`config.mk`:
```
export PLATFORM = sky130hd
export DESIGN_NAME = fir_mac_sequencer
export DESIGN_NICKNAME = d
export VERILOG_FILES = /design/src/rtl/fir_mac_sequencer.sv
export SDC_FILE = /design/constraint.sdc
export NUM_CORES = 1
export LEC_CHECK = 0
export CAP_MARGIN = 15
export CORE_UTILIZATION = 25
export CTS_BUF_LIST = sky130_fd_sc_hd__clkbuf_4
export DETAILED_ROUTE_END_ITERATION = 16
export HOLD_SLACK_MARGIN = 0.02
export SYNTH_ARGS = -nofsm -noshare
export SYNTH_HDL_FRONTEND = slang
export SYNTH_SLANG_ARGS = --single-unit
```
`constraint.sdc`:
```
create_clock -name clk -period 11.2 [get_ports clk]
set_input_delay 2.24 -clock clk [delete_from_list [all_inputs] [get_ports clk]]
set_output_delay 2.24 -clock clk [all_outputs]
set_load 0.005 [all_outputs]
```
`src/rtl/fir_mac_sequencer.sv`:
```
// fir_mac_sequencer
//
// Time-multiplexed MAC controller for the I2S FIR path. Each accepted input sample is written
// into a circular delay line. One shared multiplier then steps across all taps, one tap per
// clock, and the result is delivered as one saturated output sample.
//
// Timing: the accepting edge moves the block from IDLE to MAC, and busy rises. The MAC state
// takes NTaps clocks. The last MAC edge registers result and raises resultValid for the single
// OUT cycle. The OUT edge advances the write pointer and returns to IDLE. busy is therefore
// high for NTaps+1 cycles. A sample offered while busy, including on the OUT cycle, is dropped
// and sets the sticky overrun flag.
//
// Build option: define FIR_ROUND_EN to add half an LSB before the final arithmetic shift
// (round-half-up). Without it the shift truncates toward -infinity.
//
// Ports:
//   clk           system clock
//   reset         synchronous, active-high reset
//   sampleValid   one-cycle strobe: sampleIn carries a new sample
//   sampleIn      signed input sample
//   coefAddr      coefficient store read address (tap index, 0 outside MAC)
//   coefData      signed Q1.(DataWidth-1) coefficient, combinational read of coefAddr
//   clearOverrun  clears overrun (a simultaneous set wins)
//   busy          high whenever the sequencer is not idle
//   resultValid   one-cycle strobe: result has just been updated
//   result        signed saturated filter output, held until the next update
//   overrun       sticky: an input sample was dropped
module fir_mac_sequencer #(
    parameter int unsigned NTaps     = 13,
    parameter int unsigned DataWidth = 8
) (
    input  logic                     clk,
    input  logic                     reset,
    input  logic                     sampleValid,
    input  logic [DataWidth-1:0]     sampleIn,
    output logic [$clog2(NTaps)-1:0] coefAddr,
    input  logic [DataWidth-1:0]     coefData,
    input  logic                     clearOverrun,
    output logic                     busy,
    output logic                     resultValid,
    output logic [DataWidth-1:0]     result,
    output logic                     overrun
);

    localparam int unsigned AddrW = $clog2(NTaps);
    localparam int unsigned ProdW = 2 * DataWidth;
    // The width of NTaps full-scale products plus one guard bit per doubling means the
    // accumulator cannot overflow.
    localparam int unsigned AccW  = ProdW + AddrW;

    localparam logic [AddrW-1:0]       LastTap = AddrW'(NTaps - 1);
    localparam logic signed [AccW-1:0] SatMax  = (AccW'(1) <<< (DataWidth - 1)) - AccW'(1);
    localparam logic signed [AccW-1:0] SatMin  = ~SatMax;

    typedef enum logic [1:0] {StIdle, StMac, StOut} state_e;

    state_e                 state_q;
    logic [DataWidth-1:0]   dline_q [NTaps];
    logic [AddrW-1:0]       wp_q;
    logic [AddrW-1:0]       base_q;
    logic [AddrW-1:0]       tap_q;
    logic signed [AccW-1:0] acc_q;

    logic [AddrW-1:0]       rd_idx;
    logic signed [ProdW-1:0] coef_ext;
    logic signed [ProdW-1:0] samp_ext;
    logic signed [ProdW-1:0] prod;
    logic signed [AccW-1:0] acc_sum;
    logic signed [AccW-1:0] acc_rnd;
    logic signed [AccW-1:0] acc_shift;
    logic [DataWidth-1:0]   sat_val;

    // Tap k reads the sample k positions older than the newest one. When base - tap goes
    // negative, base + (NTaps - tap) is taken instead; that sum stays below NTaps.
    always_comb begin
        if (base_q >= tap_q) begin
            rd_idx = base_q - tap_q;
        end else begin
            rd_idx = base_q + (LastTap - tap_q) + AddrW'(1);
        end
    end

    // Sign-extend both operands to the full product width so the product is exact.
    assign coef_ext = ProdW'($signed(coefData));
    assign samp_ext = ProdW'($signed(dline_q[rd_idx]));
    assign prod     = coef_ext * samp_ext;
    assign acc_sum  = acc_q + AccW'(prod);

`ifdef FIR_ROUND_EN
    localparam logic signed [AccW-1:0] RoundBias = AccW'(1) <<< (DataWidth - 2);
    assign acc_rnd = acc_sum + RoundBias;
`else
    assign acc_rnd = acc_sum;
`endif

    // Drop the Q1.(DataWidth-1) fraction bits of the coefficient scaling.
    assign acc_shift = acc_rnd >>> (DataWidth - 1);

    always_comb begin
        if (acc_shift > SatMax) begin
            sat_val = SatMax[DataWidth-1:0];
        end else if (acc_shift < SatMin) begin
            sat_val = SatMin[DataWidth-1:0];
        end else begin
            sat_val = acc_shift[DataWidth-1:0];
        end
    end

    // tap_q is returned to zero on leaving MAC, so it can drive the address directly.
    assign coefAddr = tap_q;

    always_ff @(posedge clk) begin
        if (reset) begin
            state_q     <= StIdle;
            wp_q        <= '0;
            base_q      <= '0;
            tap_q       <= '0;
            acc_q       <= '0;
            busy        <= 1'b0;
            resultValid <= 1'b0;
            result      <= '0;
            overrun     <= 1'b0;
            for (int i = 0; i < int'(NTaps); i++) begin
                dline_q[i] <= '0;
            end
        end else begin
            resultValid <= 1'b0;

            if (sampleValid && (state_q != StIdle)) begin
                overrun <= 1'b1;
            end else if (clearOverrun) begin
                overrun <= 1'b0;
            end

            unique case (state_q)
                StIdle: begin
                    if (sampleValid) begin
                        dline_q[wp_q] <= sampleIn;
                        base_q        <= wp_q;
                        tap_q         <= '0;
                        acc_q         <= '0;
                        busy          <= 1'b1;
                        state_q       <= StMac;
                    end
                end
                StMac: begin
                    acc_q <= acc_sum;
                    if (tap_q == LastTap) begin
                        // The final product is folded in combinationally so the result is
                        // ready for the OUT cycle.
                        tap_q       <= '0;
                        result      <= sat_val;
                        resultValid <= 1'b1;
                        state_q     <= StOut;
                    end else begin
                        tap_q <= tap_q + AddrW'(1);
                    end
                end
                StOut: begin
                    wp_q    <= (wp_q == LastTap) ? '0 : wp_q + AddrW'(1);
                    busy    <= 1'b0;
                    state_q <= StIdle;
                end
                default: begin
                    state_q <= StIdle;
                end
            endcase
        end
    end

endmodule
```
-- Word level (Yosys, flattened, before mapping)
Memories as Yosys holds them, arrays and structs flattened.
Cells that the tools add are included.
- bits in registers: 45
- RAM bits: 104
- input port bits: 20
- memories: 1
- memory list (name ; words ; width ; rd ports ; clocked after Yosys merged registers in ; wr ports ; line ; source):
    dline_q ; 13 ; 8 ; 1 ; 0 ; 13 ; 58 ; logic [DataWidth-1:0] dline_q [NTaps];
- add/subtract/negate cells: 7
- $mul: 1
- $lt $le $gt $ge: 3
- equal/unequal tests: 6
- multiplexer cells: 26
- bitwise gates (word level): 1
- reduce and logical (&&, ||, !) cells: 13
- operators by type and width (cell ; count):
    20-bit case mux with 2 select lines ; 1
    8-bit two-way mux ; 3
    20-bit by 16-bit adder with 20-bit output ; 1
    20-bit two-way mux ; 1
    4-bit two-way mux ; 5
    8-bit by 8-bit multiplier with 16-bit output ; 1
    13-bit by 8-bit greater-than comparator with 1-bit output, second input constant ; 1
    13-bit by 8-bit less-than comparator with 1-bit output, second input constant ; 1
    4-bit by 1-bit adder with 4-bit output, second input constant ; 3
    1-bit two-way mux ; 11
    2-bit AND reduction ; 5
    4-bit == test, second input constant ; 2
    4-bit case mux with 2 select lines ; 1
    2-bit nonzero test ; 4
    8-bit OR reduction ; 1
    4-bit adder ; 1
    4-bit >= comparator ; 1
    2-bit two-way mux ; 2
    2-bit != test, second input constant ; 2
    2-bit case mux with 2 select lines ; 1
    4-bit subtractor ; 1
    4-bit subtractor, first input constant ; 1
    2-bit by 1-bit == test with 1-bit output, second input constant ; 1
    2-bit == test, second input constant ; 1
    other kinds (5) ; 5

-- Logic depth before layout (Yosys ltp)
An unclocked memory read counts as a cell.
- depth after elaboration: 10
- mapped depth: 33
- depth with buffers taken out: 32

-- Worst setup path after synthesis
OpenSTA, ideal clock, no wires.
- kind: reg-to-reg
- start point: reg tap_q[1], in the netlist coefAddr[1]
- end point: reg result[4]
- setup time: 0.123 ns
- arrival time: 7.557 ns
- required time: 11.077 ns
- path slack: 3.520 ns
- stages on the path, launching flop included: 34
- period minus slack after synthesis: 7.680 ns
- cell sequence: dfxtp_1 -> inv_1 -> ha_1 -> inv_1 -> ha_1 -> inv_1 -> fa_1 -> clkbuf_1 -> inv_1 -> a2111oi_0 -> a31oi_1 -> o22ai_1 -> nor2_1 -> a211oi_2 -> o22a_1 -> buf_4 -> or2_1 -> fa_1 -> fa_1 -> inv_1 -> fa_1 -> fa_1 -> inv_1 -> fa_1 -> inv_1 -> ha_1 -> o21a_1 -> o31ai_2 -> a21oi_1 -> o32ai_1 -> xnor2_1 -> and3_1 -> a31oi_4 -> o2bb2ai_1
- longest elaborated chain between the ends: 10
- RTL lines (what ; line ; source):
    start: declaration ; 61 ; logic [AddrW-1:0] tap_q;
    start signal: assignment ; 156 ; tap_q <= tap_q + AddrW'(1);
    4-bit subtractor ; 79 ; rd_idx = base_q + (LastTap - tap_q) + AddrW'(1);
    4-bit adder ; 79 ;
    4-bit by 1-bit adder with 4-bit output ; 79 ;
    4-bit two-way mux ; 76 ; if (base_q >= tap_q) begin
    memory read 13 x 8 bit ; n/a ;
    8-bit by 8-bit multiplier with 16-bit output ; 86 ; assign prod = coef_ext * samp_ext;
    20-bit by 16-bit adder with 20-bit output ; 87 ; assign acc_sum = acc_q + AccW'(prod);
    13-bit by 8-bit less-than comparator with 1-bit output ; 102 ; end else if (acc_shift < SatMin) begin
    8-bit two-way mux ; 102 ;
    8-bit two-way mux ; 100 ; if (acc_shift > SatMax) begin
    end signal: assignment ; 152 ; result <= sat_val;
    end: declaration ; 41 ; output logic [DataWidth-1:0] result,
Parallel ways exist; a longest one is shown, timed or not.
A chain may end at the register's enable or synchronous reset.

-- Final worst setup path
- start point: reg tap_q[0], in the netlist coefAddr[0]
- end point: reg result[5]
The elaborated chain is that of the path after synthesis.

==> run summary <==
outcome -> completed
DRC Markers -> 0
vias per cell -> 4.65
synth-to-layout area growth -> 10.6%
CP max FO -> 45
Die Wd -> 226 microns
layout cells sized above 1 -> 8.94%
Post-Syn Area -> 12,500 sq um
Detail Route Antenna Nets -> 0
Clock transition at path regs -> 0.17 ns
post-synth cell types -> 70
setup TNS -> 0 ns
crit share post-route -> 83.4%
clk_lat worst skew -> 0.65 ns
highest clock rate -> 107 MHz
Synth Area per Inst -> 10.9 sq um
final WL -> 30,700 microns
Die Ht -> 226 microns
Worst setup EP type -> flip-flop
initial antenna violation count -> 1
DRT iter0 DRCs -> 640
Final Setup Violations -> 0
max-slew violations -> 0
CTS buffer count -> 17
vias in the first global route -> 8,826
syn nets -> 1,320
DRT Pass-1 Iters -> 5
largest net degree at the start of global routing -> 60
IO Pins -> 35
PostCTS Resize Cnt -> 0
Hold Path Class -> flip-flop to flip-flop
via count -> 8,554
register area share after synthesis -> 37.9%
CTS sink count -> 173
gr usage total -> 12.7%
RSZ-0062 raised after global routing -> no
H-tree Lvls -> 4
worst setup path class -> flip-flop to flip-flop
Final HPWL DP -> 22,800 microns
effective utilization at floorplan -> 25.5%
Final GP Congestion -> 0.853
relative slew slack -> 27.3%
CP Launch Type -> flip-flop
first-pass GRT wire length -> 49,700 microns
worst setup skew after layout -> 0.0264 ns
critical path required time -> 11.77 ns
Worst Path Arrival -> 9.91 ns
Synth Flop Type -> edfxtp_1
Max-Cap Viols -> 0
Final nets -> 1,332
buffers added on ports -> 34
Site Rows -> 81
DIE AREA -> 51,000 sq um
Hold-fix buffers, CTS -> 0
endpoints failing hold -> 0
Post-Synthesis Cells -> 1,150
Worst Tran Pin Value -> 1.09 ns
Clock Root Buffer -> clkbuf_4
Min Clock Period, post-route -> 9.34 ns
total congestion overflow -> 0
Yosys reg bits -> 173
EDFF count, synth -> 128
CORE AREA -> 49,200 sq um
post-CTS setup buffers -> 0
worst-case clock buffer depth -> 2
Synth async-reset ratio -> 0%
DR WL/cell -> 16.6 microns
number of synthesis warnings -> 0
CTS tree -> built
## critical path, cell delays in order (launching register included)
cell and delay [ns]:
dfxtp_1 0.50, inv_1 0.14, ha_4 0.56, buf_4 0.65
inv_1 0.32, nand2_1 0.77, o221ai_1 0.23, mux2_2 0.33
a21oi_2 0.41, and2_1 0.64, fa_1 0.56, fa_1 0.55
inv_1 0.05, fa_1 0.47, inv_1 0.05, fa_1 0.47
ha_1 0.31, ha_1 0.39, or4_1 0.52, a21oi_1 0.15
o22ai_1 0.14, a31oi_1 0.23, xnor2_1 0.30, a2bb2oi_2 0.33
o2bb2ai_1 0.17
## layout make-up
cell class | count | area, sq um
Antenna cell | 2 | 5.00
Timing Repair Buffer | 44 | 430
Multi-Input combinational cell | 829 | 7170
Sequential cell | 173 | 4740
Fill cell | 5054 | 35300
Clock buffer | 17 | 128
Inverter | 97 | 364
Clock inverter | 15 | 173
Tap cell | 664 | 831
## Yosys cell counts (5+ instances only)
library cell / count / area share [%]
a211oi_1: 5 / 0.30
a21oi_1: 70 / 2.8
a31oi_1: 11 / 0.55
and2_1: 144 / 7.2
and3_1: 5 / 0.25
buf_2: 13 / 0.52
clkbuf_1: 30 / 0.90
dfxtp_1: 45 / 7.2
edfxtp_1: 128 / 31
fa_1: 90 / 14
ha_1: 60 / 6.0
inv_1: 97 / 2.9
mux2i_1: 41 / 3.3
mux4_2: 25 / 4.5
nand2_1: 75 / 2.2
nand2b_1: 8 / 0.40
nand3_1: 23 / 0.92
nor2_1: 88 / 2.6
nor2b_1: 6 / 0.30
nor3_1: 16 / 0.64
o21a_1: 9 / 0.54
o21ai_0: 20 / 0.80
o221ai_1: 25 / 1.7
o22a_1: 5 / 0.35
o22ai_1: 5 / 0.25
o2bb2ai_1: 7 / 0.49
or2_2: 13 / 0.65
xnor2_1: 14 / 0.98
## cells by family after synthesis
family	count (synthesis)	share of synthesized area (%)
AO/OA/AOI/OAI	197	11.0
multiplexers	73	8.52
XOR/XNOR	18	1.26
buffers and inverters	148	4.94
flip-flops	173	37.9
AND/OR/NAND/NOR	391	16.0
adder cells (fa/ha/maj)	150	20.4
## layer usage
layer / wire length [microns] / track usage (%) / up-vias
met5: 0 / 0 / -
met4: 725 / 4.65 / 0
met3: 1250 / 1.95 / 41
met2: 15100 / 21.3 / 210
met1: 13600 / 16.4 / 4252
li1: - / - / 4051
## registers in the layout, indices dropped and copies added (netlist names)
register	flops
dline_q	128
acc_q	20
result	8
base_q	4
coefAddr	4
wp_q	4
state_q	2
busy	1
overrun	1
resultValid	1
## placed cells by master (no fill, tap or decap), types with 5 or more instances in the layout
cell type and n:
xnor2_1 14, a21oi_1 70, nand2b_1 8, edfxtp_1 128
and2_1 144, fa_1 90, clkbuf_4 17, nor2_1 88
nor3_1 16, o221ai_1 25, nor2b_1 6, nand3_1 23
mux4_2 25, dfxtp_1 45, o21a_1 9, o22ai_1 5
and3_1 5, o2bb2ai_1 7, a31oi_1 11, clkdlybuf4s50_1 33
mux2i_1 41, a211oi_1 5, o22a_1 5, nand2_1 75
ha_1 59, inv_1 97, buf_4 9, or2_2 13
o21ai_0 19
## metrics by stage
| step | hold WS, ns | area, sq um | cells | setup WS [ns] | util, % |
|---|---|---|---|---|---|
| 2_1_floorplan | 0.440 | 12500 | 1150 | 3.52 | - |
| 3_3_place_gp | 0.452 | 13500 | 1806 | 2.16 | 27.5 |
| 3_5_place_dp | 0.458 | 13500 | 1806 | 1.84 | 27.5 |
| 4_1_cts | 0.479 | 13800 | 1838 | 1.80 | 28.1 |
| 5_1_grt | 0.506 | 13800 | 1840 | 1.21 | 28.2 |
| 6_report | 0.475 | 13800 | 1841 | 1.86 | 28.2 |
## worst paths after layout
path                     from  slack (ns)  cells after the start         to
hold / removal       acc_q[2]        0.48                      2   acc_q[2]
setup / recovery  coefAddr[0]        1.86                     24  result[5]
hold reg to reg      acc_q[2]        0.48                      2   acc_q[2]
setup reg to reg  coefAddr[0]        1.86                     24  result[5]
Power is not shown: default switching activity piles up to over one toggle a cycle in this logic, so the estimate is an artifact.
==> edit (same settings) <==
Encoding of `state_e`: now one-hot (3 bits for 3 states).
--- a/src/rtl/fir_mac_sequencer.sv
+++ b/src/rtl/fir_mac_sequencer.sv
@@ -52,7 +52,7 @@
     localparam logic signed [AccW-1:0] SatMax  = (AccW'(1) <<< (DataWidth - 1)) - AccW'(1);
     localparam logic signed [AccW-1:0] SatMin  = ~SatMax;
 
-    typedef enum logic [1:0] {StIdle, StMac, StOut} state_e;
+    typedef enum logic [2:0] {StIdle = 3'b001, StMac = 3'b010, StOut = 3'b100} state_e;
 
     state_e                 state_q;
     logic [DataWidth-1:0]   dline_q [NTaps];
Behaviour: same outputs for any inputs over 10 cycles, from zero or initial values and one cycle with reset high; not proved beyond that.
==> edit against the original RTL <==
Sequential cell count increased by 1; fmax decreased by 3.2%; worst setup slack got worse by 0.31 ns; critical path type unchanged; routed wire length increased by 8.3%; cell area decreased by 3.0%; synthesized area decreased by 2.8%; synthesized cell count increased by 2.1%.
==> edit: results (changes against the original RTL) <==
Clocking
  – CTS buffer count: 17 (unchanged)
  – Worst-Skew Late Latency: 0.59 ns (-0.06 ns)
  – Worst-path clk slew: 0.15 ns (-0.02 ns)

Logic synthesis
  – Register area share after synthesis: 39.1% (+1.2 points)
  – Post-synthesis register bit count: 174 (+0.58%)
  – Gate Count Post-Synth: 1174 (+2.1%)
  – Synth cell types: 71 (+1.4%)
  – Post-synth top cells: edfxtp_1 (128), and2_1 (113), inv_1 (102)
  – Top cells by area, synth: edfxtp_1 (32%), fa_1 (15%), dfxtp_1 (7.6%)
  – Syn Nets: 1344 (+1.8%)

Critical path
  – Critical Path AT: 10.11 ns (+0.20 ns)
  – Crit-path max FO: 16 (-64%)
  – Delay-heaviest family, CP: compound AO/OA/AOI/OAI gates
  – CP max stage cell: a2bb2oi_2
  – Critical Path Max Stage Delay: 0.82 ns (+0.05 ns)

GRT
  – GR met2 Demand/Resource: 22.6% (+1.3 points)
  – First-pass GRT wire length: 52.3 mm (+5.3%)
  – GRT met1 Usage: 18.3% (+1.9 points)
  – Largest net degree at the start of global routing: 68 (+13%)
  – Vias in the first global route: 8961 (+1.5%)
  – GR Util met3: 1.75% (-0.21 points)
  – Tot GR Track Use: 13.7% (+0.98 points)

Routing
  – DR pass1 iterations: 6 (+1)
  – Met2 wire len: 15.9 mm (+5.2%)
  – DRT met1 WL: 14.7 mm (+8.2%)
  – DR vias: 8924 (+4.3%)
  – DR WL/cell: 18.3 um (+9.9%)
  – Iteration-0 DRC Markers: 780 (+22%)
  – Met3 routed WL: 1.80 mm (+44%)

Final layout
  – Fraction of layout cells with a size suffix above 1: 6.34% (-2.6 points)
  – Multi-input combinational cell count: 846 (+2.1%)
  – N_diodes: 1 (-1)
  – Total area of sequential cells: 4760 um2 (+0.42%)
  – Inverter count: 102 (+5.2%)
  – Clock network area share: 2.21% (+0.039 points)
  – Fraction of area in non-clock buffers: 3.14% (+0.031 points)
  – Fraction of area in multi-input gates: 50.6% (-1.2 points)
  – Final Non-Filler Cells: 1815 (-1.4%)
  – Final core utilization: 28.1% (-0.096 points)
  – Clk_buf instances: 19 (+2)
  – Number of nets in the layout: 1356 (+1.8%)
  – Fill count: 4997 (-1.1%)
  – Non-clk bufs: 45 (+2.3%)

Status
  – Outcome: finished clean

Die
  – Die ar.: 49600 um2 (-2.8%)

Place
  – DP Worst Slack: 1.66 ns (-0.178 ns)
  – GPL Wtd Cong: 0.926 (+8.5%)
  – Dpl hpwl: 24.9 mm (+9.1%)
  – Area post-placement: 13100 um2 (-2.9%)

Timing
  – Layout Skew: 0.0275 ns (+0.00117 ns)
  – Max transition margin: 17.7% (-9.6 points)

Power
  – P per Cell Area: 200 nW/um2
## edit: logic make-up (layout without fill, tap and decap cells)
group	after synthesis	after routing	share of synthesized area, %
AO/OA/AOI/OAI	238	238	13.5
XOR/XNOR	25	25	1.80
adder cells (fa/ha/maj)	150	150	21.0
buffers and inverters	154	179	5.05
flip-flops	174	174	39.1
multiplexers	27	27	2.38
other	0	1	0
AND/OR/NAND/NOR	406	406	17.1
## edit: worst paths after layout
| check | slack, ns | cells past startpoint | end | from |
|---|---|---|---|---|
| setup reg to reg | 1.55 | 25 | result[1]$_SDFFE_PP0P_ | coefAddr[0]$_SDFFE_PP0P_ |
| hold reg to reg | 0.48 | 2 | overrun$_SDFFE_PP0P_ | overrun$_SDFFE_PP0P_ |
| setup / recovery | 1.55 | 25 | result[1]$_SDFFE_PP0P_ | coefAddr[0]$_SDFFE_PP0P_ |
| hold / removal | 0.48 | 2 | overrun$_SDFFE_PP0P_ | overrun$_SDFFE_PP0P_ |
